--- src/rtl/enemy_draw_scheduler.sv ---
// Walks the enemy formation once per frame tick and hands each live enemy's
// top-left corner to a single shared sprite plotter, one enemy at a time.
module enemy_draw_scheduler #(
    parameter int ROWS      = 3,
    parameter int COLS      = 6,
    parameter int X_SPACING = 32,
    parameter int Y_SPACING = 24,
    parameter int TIMEOUT   = 1023
) (
    input  logic                 clk,
    input  logic                 resetn,
    input  logic                 start,
    input  logic [8:0]           base_x,
    input  logic [7:0]           base_y,
    input  logic [ROWS*COLS-1:0] alive,
    input  logic                 sprite_done,
    output logic                 sprite_enable,
    output logic [8:0]           sprite_x,
    output logic [7:0]           sprite_y,
    output logic [5:0]           cur_index,
    output logic                 busy,
    output logic                 frame_done,
    output logic [5:0]           drawn_count,
    output logic                 timeout_err
);

    localparam int         N        = ROWS * COLS;
    localparam logic [5:0] LAST_IDX = 6'(N - 1);
    localparam logic [5:0] LAST_COL = 6'(COLS - 1);
    localparam logic [8:0] X_STEP   = 9'(X_SPACING);
    localparam logic [7:0] Y_STEP   = 8'(Y_SPACING);
    localparam logic [9:0] TMO_LAST = 10'(TIMEOUT - 1);

    localparam logic [2:0] IDLE   = 3'd0;
    localparam logic [2:0] SCAN   = 3'd1;
    localparam logic [2:0] DRAW   = 3'd2;
    localparam logic [2:0] GAP    = 3'd3;
    localparam logic [2:0] FINISH = 3'd4;

    logic [2:0]  state;
    // Padded to 64 bits so the 6-bit index selects without width juggling.
    logic [63:0] mask;
    logic [8:0]  base_x_q;
    logic [5:0]  col;
    logic [8:0]  cur_x;
    logic [7:0]  cur_y;
    logic [9:0]  tmo_cnt;
    logic        at_last;
    logic        advance;

    assign at_last = (cur_index == LAST_IDX);
    assign advance = ((state == SCAN) && !mask[cur_index] && !at_last) ||
                     ((state == GAP) && !at_last);

    // NOTE: non-blocking assignments only, so every branch reads pre-edge state.
    always_ff @(posedge clk) begin
        if (!resetn) begin
            // NOTE: the latched mask is a plain register and is cleared with everything else.
            state         <= IDLE;
            mask          <= '0;
            base_x_q      <= '0;
            cur_index     <= '0;
            sprite_enable <= 1'b0;
            sprite_x      <= '0;
            sprite_y      <= '0;
            busy          <= 1'b0;
            frame_done    <= 1'b0;
            drawn_count   <= '0;
            timeout_err   <= 1'b0;
            tmo_cnt       <= '0;
        end else begin
            frame_done <= 1'b0;
            case (state)
                IDLE: begin
                    if (start) begin
                        mask        <= 64'(alive);
                        base_x_q    <= base_x;
                        cur_index   <= '0;
                        drawn_count <= '0;
                        busy        <= 1'b1;
                        state       <= SCAN;
                    end
                end
                SCAN: begin
                    if (mask[cur_index]) begin
                        sprite_x      <= cur_x;
                        sprite_y      <= cur_y;
                        sprite_enable <= 1'b1;
                        tmo_cnt       <= '0;
                        state         <= DRAW;
                    end else if (at_last) begin
                        state <= FINISH;
                    end else begin
                        cur_index <= cur_index + 6'd1;
                    end
                end
                DRAW: begin
                    // Done wins over a timeout landing on the same cycle.
                    if (sprite_enable && sprite_done) begin
                        sprite_enable <= 1'b0;
                        drawn_count   <= drawn_count + 6'd1;
                        state         <= GAP;
                    end else if (tmo_cnt == TMO_LAST) begin
                        sprite_enable <= 1'b0;
                        timeout_err   <= 1'b1;
                        state         <= GAP;
                    end else begin
                        tmo_cnt <= tmo_cnt + 10'd1;
                    end
                end
                GAP: begin
                    if (at_last) begin
                        state <= FINISH;
                    end else begin
                        cur_index <= cur_index + 6'd1;
                        state     <= SCAN;
                    end
                end
                FINISH: begin
                    frame_done <= 1'b1;
                    busy       <= 1'b0;
                    state      <= IDLE;
                end
                default: state <= IDLE;
            endcase
        end
    end

    // Position accumulators: one step per index, row step on column wrap.
    always_ff @(posedge clk) begin
        if (!resetn) begin
            col   <= '0;
            cur_x <= '0;
            cur_y <= '0;
        end else if ((state == IDLE) && start) begin
            col   <= '0;
            cur_x <= base_x;
            cur_y <= base_y;
        end else if (advance) begin
            if (col == LAST_COL) begin
                col   <= '0;
                cur_x <= base_x_q;
                cur_y <= cur_y + Y_STEP;
            end else begin
                col   <= col + 6'd1;
                cur_x <= cur_x + X_STEP;
            end
        end
    end

endmodule

--- config.mk ---
export PLATFORM = sky130hd
export DESIGN_NAME = enemy_draw_scheduler
export DESIGN_NICKNAME = d
export VERILOG_FILES = /design/src/rtl/enemy_draw_scheduler.sv
export SDC_FILE = /design/constraint.sdc
export NUM_CORES = 1
export LEC_CHECK = 0
export BUFFER_PORTS_ARGS = -buffer_cell sky130_fd_sc_hd__buf_2
export CAP_MARGIN = 10
export CORE_MARGIN = 4
export CORE_UTILIZATION = 60
export DETAILED_ROUTE_END_ITERATION = 16
export PLACE_DENSITY = 0.84
export SLEW_MARGIN = 20
export SYNTH_ARGS = -nofsm -noshare
export SYNTH_HDL_FRONTEND = slang
export SYNTH_SLANG_ARGS = --single-unit
--- constraint.sdc ---
create_clock -name clk -period 6.5 [get_ports clk]
set_clock_uncertainty 0.15 [all_clocks]
set_input_delay 1.3 -clock clk [delete_from_list [all_inputs] [get_ports clk]]
set_output_delay 1.3 -clock clk [all_outputs]
set_load 0.05 [all_outputs]
==> results of run 1 <==
-- critical path, cell delays in order (launching register included) --
cell	delay, ps
dfxtp_1	730
ha_1	240
nor3b_1	390
a211oi_1	190
a31oi_4	680
nand2b_4	360
mux2i_1	210
a21oi_1	90
-- layer usage --
metal	track usage [%]	part of all wire [%]	vias to the layer above
li1	-	-	1784
met1	29.27	46	1656
met2	34.60	47	83
met3	4.586	5.3	9
met4	7.326	1.2	0
met5	0	0	-
-- layout by cell type, fill, tap and decap left out, types with 3 or more instances in the layout --
cell | synthesis | layout
mux2i_1 | 32 | 32
and3_1 | 3 | 3
buf_2 | 5 | 71
clkbuf_8 | 0 | 10
nor2b_1 | 25 | 25
a21boi_0 | 33 | 33
or3_1 | 4 | 4
a31oi_1 | 3 | 3
o21ai_0 | 20 | 20
and2_1 | 3 | 3
buf_4 | 1 | 4
nor4b_1 | 3 | 3
nor3_1 | 9 | 9
dfxtp_1 | 96 | 96
inv_1 | 7 | 7
ha_1 | 9 | 9
xnor2_1 | 9 | 9
nor3b_1 | 6 | 6
xor2_1 | 10 | 10
nand3_1 | 13 | 13
nand4_1 | 7 | 7
nand2b_1 | 3 | 3
nor2_1 | 36 | 36
a211oi_1 | 3 | 3
nand2_1 | 81 | 81
a21oi_1 | 21 | 21
-- sequential cells by signal, indices dropped and copies added (netlist names), 3 cells and up --
| register | flops |
|---|---|
| cur_index | 6 |
| base_x_q | 9 |
| state | 3 |
| sprite_y | 8 |
| tmo_cnt | 10 |
| sprite_x | 9 |
| cur_x | 9 |
| mask | 18 |
| col | 6 |
| drawn_count | 6 |
| cur_y | 8 |
-- cell families after synthesis --
group | Yosys count | synth area share, %
buffers and inverters | 40 | 4.348
adder cells (fa/ha/maj) | 9 | 2.574
AND/OR/NAND/NOR | 203 | 22.80
AO/OA/AOI/OAI | 92 | 14.70
XOR/XNOR | 19 | 3.804
multiplexers | 33 | 7.838
flip-flops | 96 | 43.94
-- area by class of cell --
cell class	count	area share, %
Multi-Input combinational cell	356	45.83
Sequential cell	96	38.79
Clock inverter	6	1.869
Inverter	7	0.5303
Tap cell	96	2.424
Clock buffer	10	2.778
Timing Repair Buffer	75	7.778
-- through the flow --
stage | power [mW] | std cells | util (%)
after floorplan | 0.8019 | 492 | -
after global placement | 0.8399 | 630 | 68.04
after detailed placement | 0.8483 | 630 | 68.04
after CTS | 1.280 | 646 | 71.35
after global routing | 1.331 | 646 | 71.35
final | 1.274 | 646 | 71.35
-- report_power, final --
group	internal, mW	switching (mW)
clock network	0.228	0.210
logic	0.0696	0.114
registers	0.621	0.0307
-- worst max path at each step --
stage	start	cells past startpoint	end	slack, ps
4_1_cts	start	8	drawn_count[5]$_SDFFE_PN0P_	3330
5_1_grt	cur_index[0]$_SDFFE_PN0P_	7	cur_x[3]$_SDFFE_PN0P_	3020
3_5_place_dp	start	8	drawn_count[5]$_SDFFE_PN0P_	2950
3_3_place_gp	start	8	drawn_count[5]$_SDFFE_PN0P_	3030
2_1_floorplan	cur_index[0]$_SDFFE_PN0P_	9	cur_y[4]$_SDFFE_PN0P_	3680
6_report	cur_index[0]$_SDFFE_PN0P_	7	cur_x[3]$_SDFFE_PN0P_	3310
==> flow_summary.ini, run 1 <==
[cts]
ctsResizeCount = 0
cts_buffer_depth = 2
htreeDepth = 3
cts_hold_buf = 0
cts_root_buffer = clkbuf_8
insertion_delay_ps = 360
cts_tree = built
cts-buffers-inserted = 9
cts_setup_buffers = 0
clkSinkCount = 96
clk_pin_slew_ps = 100

[synthesis]
ys_types = 49
synthTopCellsByArea = dfxtp_1 44%, mux2i_1 7.3%, nand2_1 7.0%
ys_seq_area_share_pct = 43.94
synth-edff-count = 0
ys.warnings.count = 0
synth_area_leader_cell = dfxtp_1
synthFlopType = dfxtp_1
synth_top_area_share_pct = 43.94
yosys-top-cells-count = 96 x dfxtp_1, 81 x nand2_1, 36 x nor2_1, 33 x a21boi_0, 32 x mux2i_1
synthMostInstantiatedCell = dfxtp_1
synthArstFlopShare_pct = 0
ys_seq_elements = 96
netlist_area_um2 = 4374
syn-instance-count = 492
syn_area_per_cell_um2 = 8.891
syn-num-nets = 540

[critical_path]
r2r-end = cur_x[3]$_SDFFE_PN0P_
end_kind = register
worstPathRequired_ps = 6570
crit_fanout = 33
critPathKind = reg -> reg
crit_arrival_ps = 3250
cp-start-kind = register
reg2reg_from = cur_index[0]$_SDFFE_PN0P_
ff2ff_path_depth = 7
r2r_setup_slack_ps = 3310

[job]
maxCapViolCount = 0

[grt]
grt_max_degree = 82
grt_util_all_layers_pct = 21.73
grt_overflow_total = 0
antenna_found_initial = 0
grt_pass1_wl_um = 15260
grt_pass1_vias = 3255

[place]
dp_slack_ps = 2955
place_area_um2 = 4725
numPortBuffers = 71
place_hpwl_um = 6179
place.gp.congestion = 0.7972

[cells_and_area]
multi_input_area_um2 = 2271
area_delta_synth_final_pct = 13.27
seq_area_um2 = 1922
nets = 593
n_antenna_cell = 0
fillers = 534
postLayoutCellArea_um2 = 4955
drive_gt1_share_pct = 18.00

[die]
die_w_um = 93.39
fp-row-count = 30
fp.dieArea_um2 = 8721
ioPinCount = 72
coreArea_um2 = 6944
initial_core_util_pct = 62.99
die_h_um = 93.39

[timing]
tns_ps = 0
worst_hold_slack_ps = 317.2
worst_pin_slew_ps = 1076
setup_viol = 0
slew_headroom_pct = 27.94
drv_slew = 0
hold_violations = 0
fmax_mhz = 313.8
min_period_ps = 3187
min_period_over_period_pct = 49.02
setup_ws_ps = 3313
rsz0062_at_grt = false

[drt]
wl_per_cell_um = 14.14
drcViolationCount = 0
num_vias = 3532
wirelength_um = 9132
drtIter0Drc = 224
vias_per_cell = 5.467
drtPass1Iterations = 4
drtAntennaViolNets = 0

[power]
p_leak_nw = 1.906
p_per_area_nw_per_um2 = 257.2
vdd_drop_max_mv = 0.1181

[hold_path]
hp-start = base_x_q[6]$_SDFFE_PN0P_
hold_end = base_x_q[6]$_SDFFE_PN0P_
hp-class = reg -> reg
hold_path_depth = 2

[outcome]
outcome = finished, final reports clean
(Power assumes the default switching activity.)
==> run 2, diff against run 1 <==
--- a/config.mk
+++ b/config.mk
@@ -8,9 +8,9 @@
 export BUFFER_PORTS_ARGS = -buffer_cell sky130_fd_sc_hd__buf_2
 export CAP_MARGIN = 10
 export CORE_MARGIN = 4
-export CORE_UTILIZATION = 60
+export CORE_UTILIZATION = 51
 export DETAILED_ROUTE_END_ITERATION = 16
-export PLACE_DENSITY = 0.84
+export PLACE_DENSITY = 0.76
 export SLEW_MARGIN = 20
 export SYNTH_ARGS = -nofsm -noshare
 export SYNTH_HDL_FRONTEND = slang
==> constraint.sdc (replaced) <==
create_clock -name clk -period 2.6 [get_ports clk]
set_clock_uncertainty 0.15 [all_clocks]
set_input_delay 0.52 -clock clk [delete_from_list [all_inputs] [get_ports clk]]
set_output_delay 0.52 -clock clk [all_outputs]
set_load 0.05 [all_outputs]
==> run 2 against run 1 <==
Non-clock buffer count is 16 higher. Critical path type unchanged. Routed wire length grew 2.4%. Sequential power is 150% higher. Global-route usage fell by 2.7 points. Clock power rose to 2.6 times the previous value. Sequential share of layout area down 1.1 points. Final area grew 3.5%. Total power rose to 2.6 times the previous value. Die area is 16% higher.
==> flow_summary.ini, run 2 (synthesized netlist as in run 1, its figures left out) <==
[cts]
cts_tree = built
clkSinkCount = 96
cts_root_buffer = clkbuf_8
cts_setup_buffers = 0
cts-buffers-inserted = 9
clk_pin_slew_ps = 90
cts_buffer_depth = 2
insertion_delay_ps = 360
cts_hold_buf = 0
htreeDepth = 3

[cells_and_area]
reg_top3 = mask: 18 flops, tmo_cnt: 10 flops
final_common_cell = dfxtp_1
top_register = mask
nets = 609
largest_register_ffs = 18
final_cell_mix = 92 x dfxtp_1, 81 x nand2_1, 71 x buf_2
drive_gt1_share_pct = 21.38
n_antenna_cell = 0
postLayoutCellArea_um2 = 5127
area_delta_synth_final_pct = 17.22
instances_no_fill = 671

[place]
place.gp.congestion = 0.8134
place_area_um2 = 4878
numPortBuffers = 71
place_hpwl_um = 6665
placedCellCount = 655

[critical_path]
worstPathCellList = or3b_1 -> or3_1 -> and2_4 -> a2111oi_4 -> buf_12 -> nand2b_2 -> nor2_1
r2r-end = tmo_cnt[3]$_SDFFE_PN0P_
r2r_setup_slack_ps = 120
crit_arrival_ps = 2580
reg2reg_from = cur_index[2]$_SDFFE_PN0P_
ff2ff_path_depth = 7
critPathBufInv = 1
crit_fanout = 21
startpoint = cur_index[2]$_SDFFE_PN0P_
end_kind = register
critPathKind = reg -> reg
cp-start-kind = register
worstPathRequired_ps = 2700
cpPeakStageDelay_ps = 410
cp_top_family = simple AND/OR/NAND/NOR gates
cpMaxStageDelayCell = or3b_1

[power]
p_leak_nw = 2.007
swShare_pct = 27.00
p_clk_share_pct = 35.2
vdd_drop_max_mv = 0.3293
fin_total_pwr_mw = 3.286
pwr-share-comb_pct = 15.3
seqPwrFrac_pct = 49.5
p_per_area_nw_per_um2 = 640.9
p_sw_uw = 887.4
internal_power_mw = 2.399

[drt]
drtAntennaViolNets = 0
wirelength_um = 9348
num_vias = 3567
drcViolationCount = 0
drtPass1Iterations = 4
wl_per_cell_um = 13.93
drtIter0Drc = 222
vias_per_cell = 5.316

[timing]
drv_slew = 0
worst_pin_slew_ps = 515.6
setup_viol = 0
min_period_ps = 2481
slew_headroom_pct = 65.31
rsz0062_at_grt = false
fmax_mhz = 403.0
min_period_over_period_pct = 95.43
hold_violations = 0
tns_ps = 0
worst_hold_slack_ps = 255.4

[grt]
antenna_found_initial = 0
grt_util_all_layers_pct = 19.04
grt_pass1_wl_um = 15770
grt_pass1_vias = 3492
grt_max_degree = 30
grt_overflow_total = 0

[die]
initial_core_util_pct = 52.71
coreArea_um2 = 8299
fp-row-count = 33
ioPinCount = 72
fp.dieArea_um2 = 10120
die_h_um = 100.6
die_w_um = 100.6

[job]
maxCapViolCount = 0

[outcome]
outcome = finished, final reports clean

[hold_path]
hold_path_depth = 3
hp-start = alive[14]
hold_end = mask[14]$_SDFFE_PN0P_
hp-class = in -> reg
==> run 2: per-stage QoR <==
stage	setup slack (ps)	utilization [%]
after global routing	40.35	61.78
after detailed placement	76.10	58.78
final	118.8	61.78
after global placement	115.0	58.78
after CTS	61.40	61.69
after floorplan	3.679	-
==> run 2: layout make-up <==
cell class | instances | area, µm²
repair buffers | 91 | 518.0
clock buffers | 9 | 123.9
fillers | 717 | 3172
inverters | 7 | 26.28
multi-input cells | 356 | 2278
flip-flops and latches | 96 | 1932
well taps | 105 | 131.4
clock inverters | 7 | 117.6
==> run 2: timing repair <==
action	4_1_cts	5_1_grt
endpoints found under the hold margin	0	0
setup endpoints to repair	0	9
resized for setup	0	2
==> run 2: routing by layer <==
layer | GRT usage, % | share of wire (%) | vias to the layer above
met5 | 0 | 0 | -
met4 | 5.492 | 1.4 | 0
met3 | 4.567 | 4.3 | 14
met2 | 32.15 | 48 | 84
met1 | 24.13 | 46 | 1644
li1 | - | - | 1825
==> run 2: power by group through the flow <==
stage | clock [mW] | sequential, mW | combinational (mW)
3_3_place_gp | 0 | 1.65 | 0.483
5_1_grt | 1.24 | 1.64 | 0.560
6_report | 1.16 | 1.63 | 0.502
3_5_place_dp | 0 | 1.66 | 0.497
4_1_cts | 1.18 | 1.63 | 0.501
2_1_floorplan | 0 | 1.67 | 0.331
==> run 2: worst max path at each step <==
stage | end | slack, ps | cells after the start
after floorplan | sprite_x[5]$_SDFFE_PN0P_ | 4 | 7
after global placement | tmo_cnt[9]$_SDFFE_PN0P_ | 110 | 7
after detailed placement | tmo_cnt[3]$_SDFFE_PN0P_ | 80 | 7
after CTS | tmo_cnt[3]$_SDFFE_PN0P_ | 60 | 7
after global routing | tmo_cnt[3]$_SDFFE_PN0P_ | 40 | 7
final | tmo_cnt[3]$_SDFFE_PN0P_ | 120 | 7
==> run 2: worst min-delay path, delay by kind of cell <==
kind                   cells  cell delay, ps
AOI/OAI and AO/OA          1              70
buffers and inverters      1             100
and+or+nand+nor            1              40
==> run 3, diff against run 2 <==
--- a/config.mk
+++ b/config.mk
@@ -5,12 +5,13 @@
 export SDC_FILE = /design/constraint.sdc
 export NUM_CORES = 1
 export LEC_CHECK = 0
-export BUFFER_PORTS_ARGS = -buffer_cell sky130_fd_sc_hd__buf_2
+export ABC_AREA = 1
 export CAP_MARGIN = 10
 export CORE_MARGIN = 4
-export CORE_UTILIZATION = 51
+export CORE_UTILIZATION = 57
 export DETAILED_ROUTE_END_ITERATION = 16
-export PLACE_DENSITY = 0.76
+export DONT_BUFFER_PORTS = 1
+export PLACE_DENSITY = 0.75
 export SLEW_MARGIN = 20
 export SYNTH_ARGS = -nofsm -noshare
 export SYNTH_HDL_FRONTEND = slang
==> run 3 against run 2 <==
Worst setup slack gained 120 ps. Largest cell class unchanged. Critical endpoint is now cur_x[5]$_SDFFE_PN0P_. Total power grew 41%. Final cell count grew 7.9%. Critical path type unchanged. Largest power group unchanged.
==> flow_summary.ini, run 3 <==
[cells_and_area]
area_delta_synth_final_pct = 6.313
seq_area_um2 = 1922
postLayoutCoreUtil_pct = 63.99
top_register = mask
postLayoutCellArea_um2 = 4741
fillers = 691
largest_register_ffs = 18
final_cell_mix = 141 x nand2_1, 96 x dfxtp_1, 71 x nor2_1
final_common_cell = nand2_1
nets = 669
reg_top3 = mask: 18 flops, tmo_cnt: 10 flops
multi_input_area_um2 = 2181
n_antenna_cell = 0
drive_gt1_share_pct = 8.000
instances_no_fill = 724

[power]
vdd_drop_max_mv = 0.5765
fin_total_pwr_mw = 4.622
p_leak_nw = 1.932
p_per_area_nw_per_um2 = 975.0

[die]
fp.dieArea_um2 = 9303
die_h_um = 96.45
die_w_um = 96.45
fp-row-count = 31
initial_core_util_pct = 60.19
ioPinCount = 72
coreArea_um2 = 7408

[cts]
cts_tree = built
htreeDepth = 3
insertion_delay_ps = 370
cts-buffers-inserted = 9
cts_root_buffer = clkbuf_8
cts_setup_buffers = 0
clkSinkCount = 96
cts_buffer_depth = 2
clk_pin_slew_ps = 100

[synthesis]
synth_top_family_by_area = simple AND/OR/NAND/NOR gates
synth-edff-count = 0
ys_seq_area_share_pct = 43.10
synth_compound_area_share_pct = 14.96
synth-simple-area-share_pct = 28.17
netlist_area_um2 = 4459
syn_area_per_cell_um2 = 7.135
synth_top_area_share_pct = 43.10
syn-instance-count = 625
synthMostInstantiatedCell = nand2_1
synthArstFlopShare_pct = 0
yosys-top-cells-count = 142 x nand2_1, 96 x dfxtp_1, 72 x nor2_1, 70 x a21oi_1, 54 x inv_1
ys_seq_elements = 96
synthAdderAreaFrac_pct = 2.525
synthTopCellsByArea = dfxtp_1 43%, nand2_1 12%, a21oi_1 7.9%
synth-xor-area-share_pct = 3.143
synthFlopType = dfxtp_1
ys.warnings.count = 0
synthMuxAreaShare_pct = 0
ys_types = 36
syn-num-nets = 673
synth_area_leader_cell = dfxtp_1

[timing]
fmax_mhz = 422.9
min_period_over_period_pct = 90.95
min_period_ps = 2365
slew_headroom_pct = 56.26
setup_viol = 0
worst_pin_slew_ps = 655.4
rsz0062_at_grt = true
drv_slew = 0
hold_violations = 0

[drt]
wirelength_um = 10040
drtIter0Drc = 179
drtPass1Iterations = 5
num_vias = 3923
drtAntennaViolNets = 0
vias_per_cell = 5.419
drcViolationCount = 0
wl_per_cell_um = 13.87

[critical_path]
worstPathCellList = inv_2 -> ha_1 -> nand4_1 -> inv_1 -> a21oi_1 -> nand2_2 -> inv_1 -> nand2_1 -> a21oi_1
critPathKind = reg -> reg
cpMaxStageDelayCell = dfxtp_1
cp-start-kind = register
crit_fanout = 11
critPathBufInv = 3
cp_top_family = compound AO/OA/AOI/OAI gates
cpPeakStageDelay_ps = 500
worstPathRequired_ps = 2740
crit_arrival_ps = 2510
end_kind = register

[grt]
grt_pass1_vias = 3790
grt_max_degree = 49
antenna_found_initial = 0
grt_util_all_layers_pct = 22.94
grt_overflow_total = 0
grt_pass1_wl_um = 16830

[place]
numPortBuffers = 0
place_area_um2 = 4543
place_hpwl_um = 7084
place.gp.congestion = 0.8871
placedCellCount = 709

[job]
maxCapViolCount = 0

[hold_path]
hp-class = in -> reg

[outcome]
outcome = finished, final reports clean
-- run 3: changes by cell type in the layout (fill, tap and decap cells not counted), moves of 5 or more --
cell	delta
nand2_2	+5
o21ai_0	+23
mux2i_1	-32
nand3_1	+30
a21oi_1	+49
inv_1	+47
nand2_1	+60
nor2_1	+35
nor2b_1	-25
buf_2	-71
a21boi_0	-33
inv_2	+5
buf_4	-6
-- run 3: layer usage --
layer	part of all wire [%]	vias to the layer above	GRT usage [%]
met4	1.9	0	7.710
met2	49	100	39.14
met5	0	-	0
met1	43	1784	27.86
li1	-	2022	-
met3	6.5	17	6.352
-- run 3: stage by stage --
stage / hold WS, ps / setup WS, ps / TNS [ps]
CTS: 94.94 / 133.2 / 0
global route: 104.3 / -9.417 / -9.417
detailed placement: 293.7 / 158.7 / 0
floorplan: 274.5 / 367.9 / 0
global placement: 293.6 / 232.0 / 0
finish: 113.7 / 235.4 / 0
-- run 3: cell type report --
type                            count  share of cell area (%)
Clock buffer                        9                   2.613
Clock inverter                      6                   1.504
Inverter                           59                   4.671
Multi-Input combinational cell    442                   46.00
Sequential cell                    96                   40.54
Tap cell                           99                   2.613
Timing Repair Buffer               13                   2.059
-- run 3: worst paths after layout --
check | from | slack [ps] | cells after the start | to
max | cur_index[1]$_SDFFE_PN0P_ | 240 | 9 | cur_x[5]$_SDFFE_PN0P_
min | resetn | 110 | 2 | cur_y[3]$_SDFFE_PN0P_
max reg2reg | cur_index[1]$_SDFFE_PN0P_ | 240 | 9 | cur_x[5]$_SDFFE_PN0P_
min reg2reg | cur_x[0]$_SDFFE_PN0P_ | 310 | 2 | sprite_x[0]$_SDFFE_PN0P_
-- run 3: worst reg2reg max path, delay by kind of cell, from the launching register on --
kind,cells,cell delay [ps]
simple gates,3,420
buf+inv,3,490
compound gates,2,550
fa+ha+maj,1,200
flops,1,500
-- run 3: timing repair --
item	CTS	global route
resized for setup	0	1
setup endpoints to repair	0	8
hold buffers	0	0
-- run 3: where the power goes --
part	switching, mW	internal (mW)
clock network	0.524	0.444
registers	0.367	1.77
logic	1.07	0.451
total	1.96	2.66
-- run 3: kinds of logic (layout without fill, tap and decap cells) --
logic type / after synthesis / in the layout
AND/OR/NAND/NOR: 290 / 290
adder cells (fa/ha/maj): 9 / 9
buffers and inverters: 87 / 87
AO/OA/AOI/OAI: 127 / 127
flip-flops: 96 / 96
XOR/XNOR: 16 / 16
